<file path="src/rtl/serial_adder_ctrl.sv">
//------------------------------------------------------------------------------
// Module   : serial_adder_ctrl
// Brief    : Bit-serial WIDTH-bit adder that reuses one half adder as a full
//            adder, spending two passes per bit (operand pass, carry pass).
// Revision : 1.0 - initial release
//------------------------------------------------------------------------------
`default_nettype none

module serial_adder_ctrl #(
  parameter int WIDTH = 8
) (
  input  logic             clk,
  input  logic             reset,
  input  logic             start,
  input  logic [WIDTH-1:0] a,
  input  logic [WIDTH-1:0] b,
  output logic             busy,
  output logic             done,
  output logic [WIDTH-1:0] sum,
  output logic             carry_out
);

  localparam int                 c_idx_w = $clog2(WIDTH);
  localparam logic [c_idx_w-1:0] c_last  = c_idx_w'(WIDTH - 1);

  typedef enum logic [1:0] {
    S_IDLE = 2'd0,
    S_P1   = 2'd1,
    S_P2   = 2'd2,
    S_DONE = 2'd3
  } state_t;

  state_t             r_state;
  state_t             w_state_nxt;
  logic [WIDTH-1:0]   r_a;
  logic [WIDTH-1:0]   r_b;
  logic [c_idx_w-1:0] r_idx;
  logic               r_cin;
  logic               r_s1;
  logic               r_c1;
  logic [WIDTH-1:0]   r_shift;
  logic [WIDTH-1:0]   r_sum;
  logic               r_cout;

  logic               w_ha_a;
  logic               w_ha_b;
  logic               w_ha_sum;
  logic               w_ha_carry;
  logic [WIDTH-1:0]   w_shift_nxt;
  logic               w_cin_nxt;

  half_adder_behavioural u_ha (
    .a     (w_ha_a),
    .b     (w_ha_b),
    .sum   (w_ha_sum),
    .carry (w_ha_carry)
  );

  // Result bits enter at the MSB, so after WIDTH carry passes bit 0 is the LSB.
  assign w_shift_nxt = {w_ha_sum, r_shift[WIDTH-1:1]};
  assign w_cin_nxt   = r_c1 | w_ha_carry;
  assign sum         = r_sum;
  assign carry_out   = r_cout;

  always_ff @(posedge clk or posedge reset) begin
    if (reset) begin
      r_state <= S_IDLE;
    end else begin
      r_state <= w_state_nxt;
    end
  end

  always_comb begin
    w_state_nxt = r_state;
    busy        = 1'b0;
    done        = 1'b0;
    w_ha_a      = 1'b0;
    w_ha_b      = 1'b0;
    unique case (r_state)
      S_IDLE: begin
        if (start) w_state_nxt = S_P1;
      end
      S_P1: begin
        busy        = 1'b1;
        w_ha_a      = r_a[r_idx];
        w_ha_b      = r_b[r_idx];
        w_state_nxt = S_P2;
      end
      S_P2: begin
        busy        = 1'b1;
        w_ha_a      = r_s1;
        w_ha_b      = r_cin;
        w_state_nxt = (r_idx == c_last) ? S_DONE : S_P1;
      end
      S_DONE: begin
        done        = 1'b1;
        w_state_nxt = S_IDLE;
      end
      default: w_state_nxt = S_IDLE;
    endcase
  end

  always_ff @(posedge clk or posedge reset) begin
    if (reset) begin
      r_a     <= '0;
      r_b     <= '0;
      r_idx   <= '0;
      r_cin   <= 1'b0;
      r_s1    <= 1'b0;
      r_c1    <= 1'b0;
      r_shift <= '0;
      r_sum   <= '0;
      r_cout  <= 1'b0;
    end else begin
      unique case (r_state)
        S_IDLE: begin
          if (start) begin
            r_a   <= a;
            r_b   <= b;
            r_cin <= 1'b0;
            r_idx <= '0;
          end
        end
        S_P1: begin
          r_s1 <= w_ha_sum;
          r_c1 <= w_ha_carry;
        end
        S_P2: begin
          r_shift <= w_shift_nxt;
          r_cin   <= w_cin_nxt;
          if (r_idx == c_last) begin
            r_sum  <= w_shift_nxt;
            r_cout <= w_cin_nxt;
          end else begin
            r_idx <= r_idx + 1'b1;
          end
        end
        default: ;
      endcase
    end
  end

endmodule

// Shared single-bit datapath element.
module half_adder_behavioural (
  input  logic a,
  input  logic b,
  output logic sum,
  output logic carry
);

  assign sum   = a ^ b;
  assign carry = a & b;

endmodule

`default_nettype wire

</file>
<file path="config.mk">
export PLATFORM = sky130hd
export DESIGN_NAME = serial_adder_ctrl
export DESIGN_NICKNAME = d
export VERILOG_FILES = /design/src/rtl/serial_adder_ctrl.sv
export SDC_FILE = /design/constraint.sdc
export NUM_CORES = 1
export LEC_CHECK = 0
export ABC_AREA = 1
export CAP_MARGIN = 20
export CORE_ASPECT_RATIO = 0.8
export CORE_MARGIN = 10
export CORE_UTILIZATION = 41
export DETAILED_ROUTE_END_ITERATION = 6
export GPL_ROUTABILITY_DRIVEN = 0
export GPL_TIMING_DRIVEN = 0
export PLACE_DENSITY = 0.7
export SYNTH_ARGS = -nofsm -noshare
export SYNTH_HDL_FRONTEND = slang
export SYNTH_SLANG_ARGS = --single-unit
</file>
<file path="constraint.sdc">
create_clock -name clk -period 2.2 [get_ports clk]
set_input_delay 0.33 -clock clk [delete_from_list [all_inputs] [get_ports clk]]
set_output_delay 0.33 -clock clk [all_outputs]
set_load 0.1 [all_outputs]
</file>
# After elaboration in Yosys (flattened, before gate mapping)

Index checks and enable logic that the tools add are counted.

Add/sub/neg operators: 1
Order comparisons: 1
Equality and inequality tests: 6
Multiplexer cells: 16
Bitwise logic cells: 3
Reductions and logical operators: 7

Operators by type and width:

| cell                                                                   | number |
|---|---|
| 2-bit one-hot mux with 4 select lines                                  | 1 |
| 1-bit binary-select mux with 3-bit select                              | 2 |
| 3-bit 2-to-1 mux                                                       | 2 |
| 1-bit one-hot mux with 2 select lines                                  | 3 |
| 3-bit one-hot mux with 2 select lines                                  | 1 |
| 2-bit AND reduction                                                    | 3 |
| 1-bit 2-to-1 mux                                                       | 5 |
| 2-bit equality test (second input constant)                            | 2 |
| 3-bit by 4-bit < comparator with 1-bit output (second input constant)  | 1 |
| 2-bit 2-to-1 mux                                                       | 2 |
| 2-bit inequality test (second input constant)                          | 2 |
| 3-bit by 1-bit adder with 3-bit output (second input constant)         | 1 |
| 3-bit equality test (second input constant)                            | 1 |
| 3-bit AND reduction                                                    | 1 |
| 2-bit by 1-bit equality test with 1-bit output (second input constant) | 1 |
| 2-bit logical NOT                                                      | 1 |
| 2-bit nonzero test                                                     | 1 |
| 2-bit OR reduction                                                     | 1 |
| 1-bit bitwise AND                                                      | 1 |
| 1-bit bitwise OR                                                       | 1 |
| 1-bit bitwise XOR                                                      | 1 |

Flip-flop bits (word level): 41
Bits of input ports: 19
Output and inout port bits: 11
Logic and storage cells: 44

# Logic depth before layout (Yosys ltp)

Word-level depth: 6
Depth in mapped cells: 11
Mapped depth without buffers: 10

# Cells and area by module

From an unflattened synthesis, not the netlist that was laid out.

Cells, all modules: 210
Area, all modules: 1855.5 um^2

Modules (own cells, without submodules):

| module                 | instances | cells each | area an instance (um^2) | seq. area each (um^2) |
|---|---|---|---|---|
| serial_adder_ctrl      | 1         | 209        | 1843.0                  | 1001.0 |
| half_adder_behavioural | 1         | 1          | 12.5                    | 0.0 |

# Worst setup path before layout

OpenSTA, ideal clock, no wires.

Kind: reg-to-reg
Start point: register r_state[0]
End point: register r_s1
Setup time: 0.125 ns
Arrival time: 2.099 ns
Data required time: 2.075 ns
Setup slack: -0.023 ns
Stages on the path, launching flop included: 7
Path buffers: 0
Period minus slack after synthesis: 2.223 ns
Cell sequence: dfrtp_1 inv_1 ha_1 inv_1 a21oi_1 ha_1 mux2_2

Cells in the longest elaborated chain, start to end: 3
Elaborated cells between the ends (all ways): 5
Those cells by class: eq/ne (2); mux (2); bitwise (1)

RTL lines:

| what                                                                                  | RTL line | text |
|---|---|---|
| start, declared                                                                       | 33       | `state_t r_state;` |
| start signal, assigned                                                                | 69       | `r_state <= w_state_nxt;` |
| 2-bit equality test or 2-bit by 1-bit equality test with 1-bit output (tied branches) | 79       | `unique case (r_state)` |
| 1-bit one-hot mux with 2 select lines                                                 | 79       |  |
| 1-bit bitwise XOR *                                                                   | 153      | `assign sum = a ^ b;` |
| named net u_ha.sum                                                                    | 149      | `output logic sum,` |
| end signal, assigned                                                                  | 125      | `r_s1 <= w_ha_sum;` |
| end, declared                                                                         | 39       | `logic r_s1;` |

The timed path passes the listed nets; every way through them passes the cells marked *.
A chain may end at the register's enable or synchronous reset.

# Worst setup path after layout

Start point: register r_sum[4], in the netlist sum[4]
End point: output port sum[4]

RTL lines:

| what                   | RTL line | text |
|---|---|---|
| start, declared        | 42       | `logic [WIDTH-1:0] r_sum;` |
| start signal, assigned | 132      | `r_sum <= w_shift_nxt;` |
| end, declared          | 19       | `output logic [WIDTH-1:0] sum,` |

No word-level cell between the ends.

==> results.py <==
metrics = {
    "run_status": {
        "outcome": "finished clean",
    },
    "drt": {
        "dr.pass1.iters": 4,
        "routedWlPerCell_um": 12.3,
        "drc_errors": 0,
        "ant_nets": 0,
        "wirelength_um": 3750,
        "vias": 1431,
        "vias_per_cell": 4.71,
        "dr.first_iter.drc_count": 58,
    },
    "setup_path": {
        "crit_chain": "clkdlybuf4s50_1",
        "end_kind": "output port",
        "worstSetupPathType": "register to output port",
        "worst_setup_path_start_kind": "register",
        "critPathTopFamily": "buffers and inverters",
        "path_max_fanout": 2,
        "reg2regPathDepth": 7,
        "required_ps": 1870,
        "cp_slowest_cell": "clkdlybuf4s50_1",
        "crit_buf_inv": 1,
        "crit_cells": 1,
        "cp_data_arrival_time_ps": 1790,
        "critical_path.max_stage_delay_ps": 1140,
    },
    "synth": {
        "syn-instance-count": 210,
        "syn-cell-area_um2": 1840,
        "ys_top_cells_by_area": "dfrtp_1, nand2_1, inv_1, ha_1, nand3_1",
        "synth_top_cell_by_area": "dfrtp_1",
        "syn-num-nets": 237,
        "synth_top_area_frac": 0.544,
        "postSynthAreaPerCell_um2": 8.76,
        "synth_cell_types": 19,
        "synth-warning-count": 0,
        "synth-seq-cells": 40,
        "seq_area_frac_synth": 0.544,
    },
    "floorplan": {
        "ios": 30,
        "start_util": 0.432,
        "core_area_um2": 4260,
        "die_h_um": 79.9,
        "dieArea_um2": 7580,
        "rows": 21,
        "die_x_um": 94.9,
    },
    "timing": {
        "finalHoldViolCount": 0,
        "slew_headroom": 0.350,
        "fin_crit_ps": 2120,
        "setup_viol": 0,
        "finalClockSkew_ps": 4.03,
        "whs_ps": 481,
        "worst_pin_slew_ps": 972,
        "finalCritPeriodShare": 0.964,
        "fin_ws_ps": 78.3,
        "drv_slew": 0,
        "max_freq_mhz": 471,
        "rsz0062_at_grt": "no",
    },
    "layout": {
        "syn_to_final_growth_pct": 24.8,
        "drive_gt1_frac": 0.101,
        "antennaDiodeCount": 0,
        "fillers": 434,
        "multi_input_area_um2": 683,
        "regArea_um2": 1000,
        "utilization": 0.539,
        "finalNetCount": 273,
    },
    "clock_tree": {
        "cts_resized": 4,
        "cts_sinks": 40,
        "clk_latency_ps": 290,
        "hold_buffers": 0,
        "numCtsBuffers": 5,
        "postCtsSetupRepairBufs": 0,
        "cts_tree": "done",
        "clock_path_buffers": 2,
        "h-tree-depth": 2,
        "path_clk_slew_ps": 70,
        "cts_root_buf": "clkbuf_8",
    },
    "hold_path": {
        "whs_path_depth": 2,
        "hold_path.class": "register to register",
    },
    "place": {
        "dp_hpwl_um": 2760,
        "place.port_buffers": 29,
        "preCtsSetupSlack_ps": -129,
    },
    "grt": {
        "grt_max_degree": 41,
        "antenna_found_initial": 0,
        "grt_use_total": 0.108,
        "grt_overflow": 0,
        "grt_first_pass_wirelength_um": 6540,
        "grt_pass1_vias": 1477,
    },
    "pwr": {
        "p_leak_nw": 1.12,
        "peakVddDrop_mv": 0.445,
        "p_per_area_nw_per_um2": 1190,
        "power.total_mw": 2.74,
    },
    "flow_run": {
        "drv_cap": 0,
    },
}
==> metal layers <==
layer	GRT usage	routed length [um]	vias up
met5	0	0	-
met4	0.0582	85	0
met3	0.0348	227	7
met2	0.164	1650	30
met1	0.132	1790	665
li1	-	-	729
==> state kept, by name, indices dropped and copies added (netlist names), 2 cells and up <==
| signal | flops |
|---|---|
| r_shift | 7 |
| r_b | 8 |
| r_a | 8 |
| r_state | 2 |
| sum | 8 |
| r_idx | 3 |
==> final timing paths <==
path,startpoint,endpoint,slack [ps]
max,sum[4]$_DFFE_PP0P_,sum[4],80
max in group asynchronous,reset,r_shift[5]$_DFFE_PP0N_,1170
min reg2reg,r_shift[6]$_DFFE_PP0N_,r_shift[5]$_DFFE_PP0N_,480
min,r_shift[6]$_DFFE_PP0N_,r_shift[5]$_DFFE_PP0N_,480
max reg2reg,r_state[0]$_DFFE_PP0P_,r_s1$_DFFE_PP0N_,170
min in group asynchronous,reset,r_b[0]$_DFFE_PP0P_,510
==> power by group <==
part	internal, mW	total (mW)	switching, mW	leakage (nW)
Combinational	0.390	1.17	0.782	0.572
Sequential	0.970	1.07	0.0985	0.499
Clock	0.256	0.497	0.242	0.0455
==> cell families (layout without fill, tap and decap cells) <==
kind of cell,count (synthesis),after routing,share of synthesized area
adder cells (fa/ha/maj),8,8,0.0544
flip-flops,40,40,0.544
buffers and inverters,40,77,0.0857
multiplexers,2,2,0.0122
AO/OA/AOI/OAI,39,39,0.118
AND/OR/NAND/NOR,81,81,0.186
==> cells in the mapped netlist (all sizes together) <==
master  instances
or2             1
nand3          20
o21ai          20
nand2          42
clkbuf          3
dfrtp          40
inv            33
mux2            2
buf             4
nor2           18
a21oi          18
ha              8
o21a            1
==> worst reg2reg max path: stages (launching register included) <==
cell,delay [ps]
dfrtp_1,430
inv_1,140
ha_1,300
clkbuf_2,270
nand2_1,80
a21oi_1,160
ha_1,270
mux2_2,270
==> cells in the final DEF, fill, tap and decap left out <==
master           netlist  routed
nand2_1               41      41
dfrtp_1               40      40
inv_1                 31      30
clkdlybuf4s50_1        0      27
nand3_1               20      20
a21oi_1               18      18
nor2_1                17      17
o21ai_1                9       9
o21ai_0                8       8
ha_1                   8       7
clkbuf_8               0       6
clkbuf_1               3       4
inv_2                  2       3
o21ai_2                3       3
buf_2                  3       3
mux2_2                 2       2
nand2_2                1       1
nor2_4                 1       1
o21a_4                 1       1
clkbuf_2               0       1
or2_2                  1       1
buf_4                  1       1
ha_2                   0       1
clkdlybuf4s15_2        0       1
dlygate4sd2_1          0       1
==> metrics by stage <==
step                      TNS (ps)  std cells  cell area (um2)
final                            0        304             2290
after global routing             0        304             2290
after CTS                        0        304             2290
after detailed placement      -129        296             2200
after global placement       -99.3        296             2200
after floorplan                  0        210             1840
==> cell type report <==
cell class,instances,area share
plain buffers,7,0.0153
flip-flops and latches,40,0.436
clock buffers,8,0.0393
multi-input cells,130,0.298
well taps,57,0.0311
inverters,33,0.0540
repair buffers,29,0.126
No activity file was read; power rests on OpenSTA's default activity.
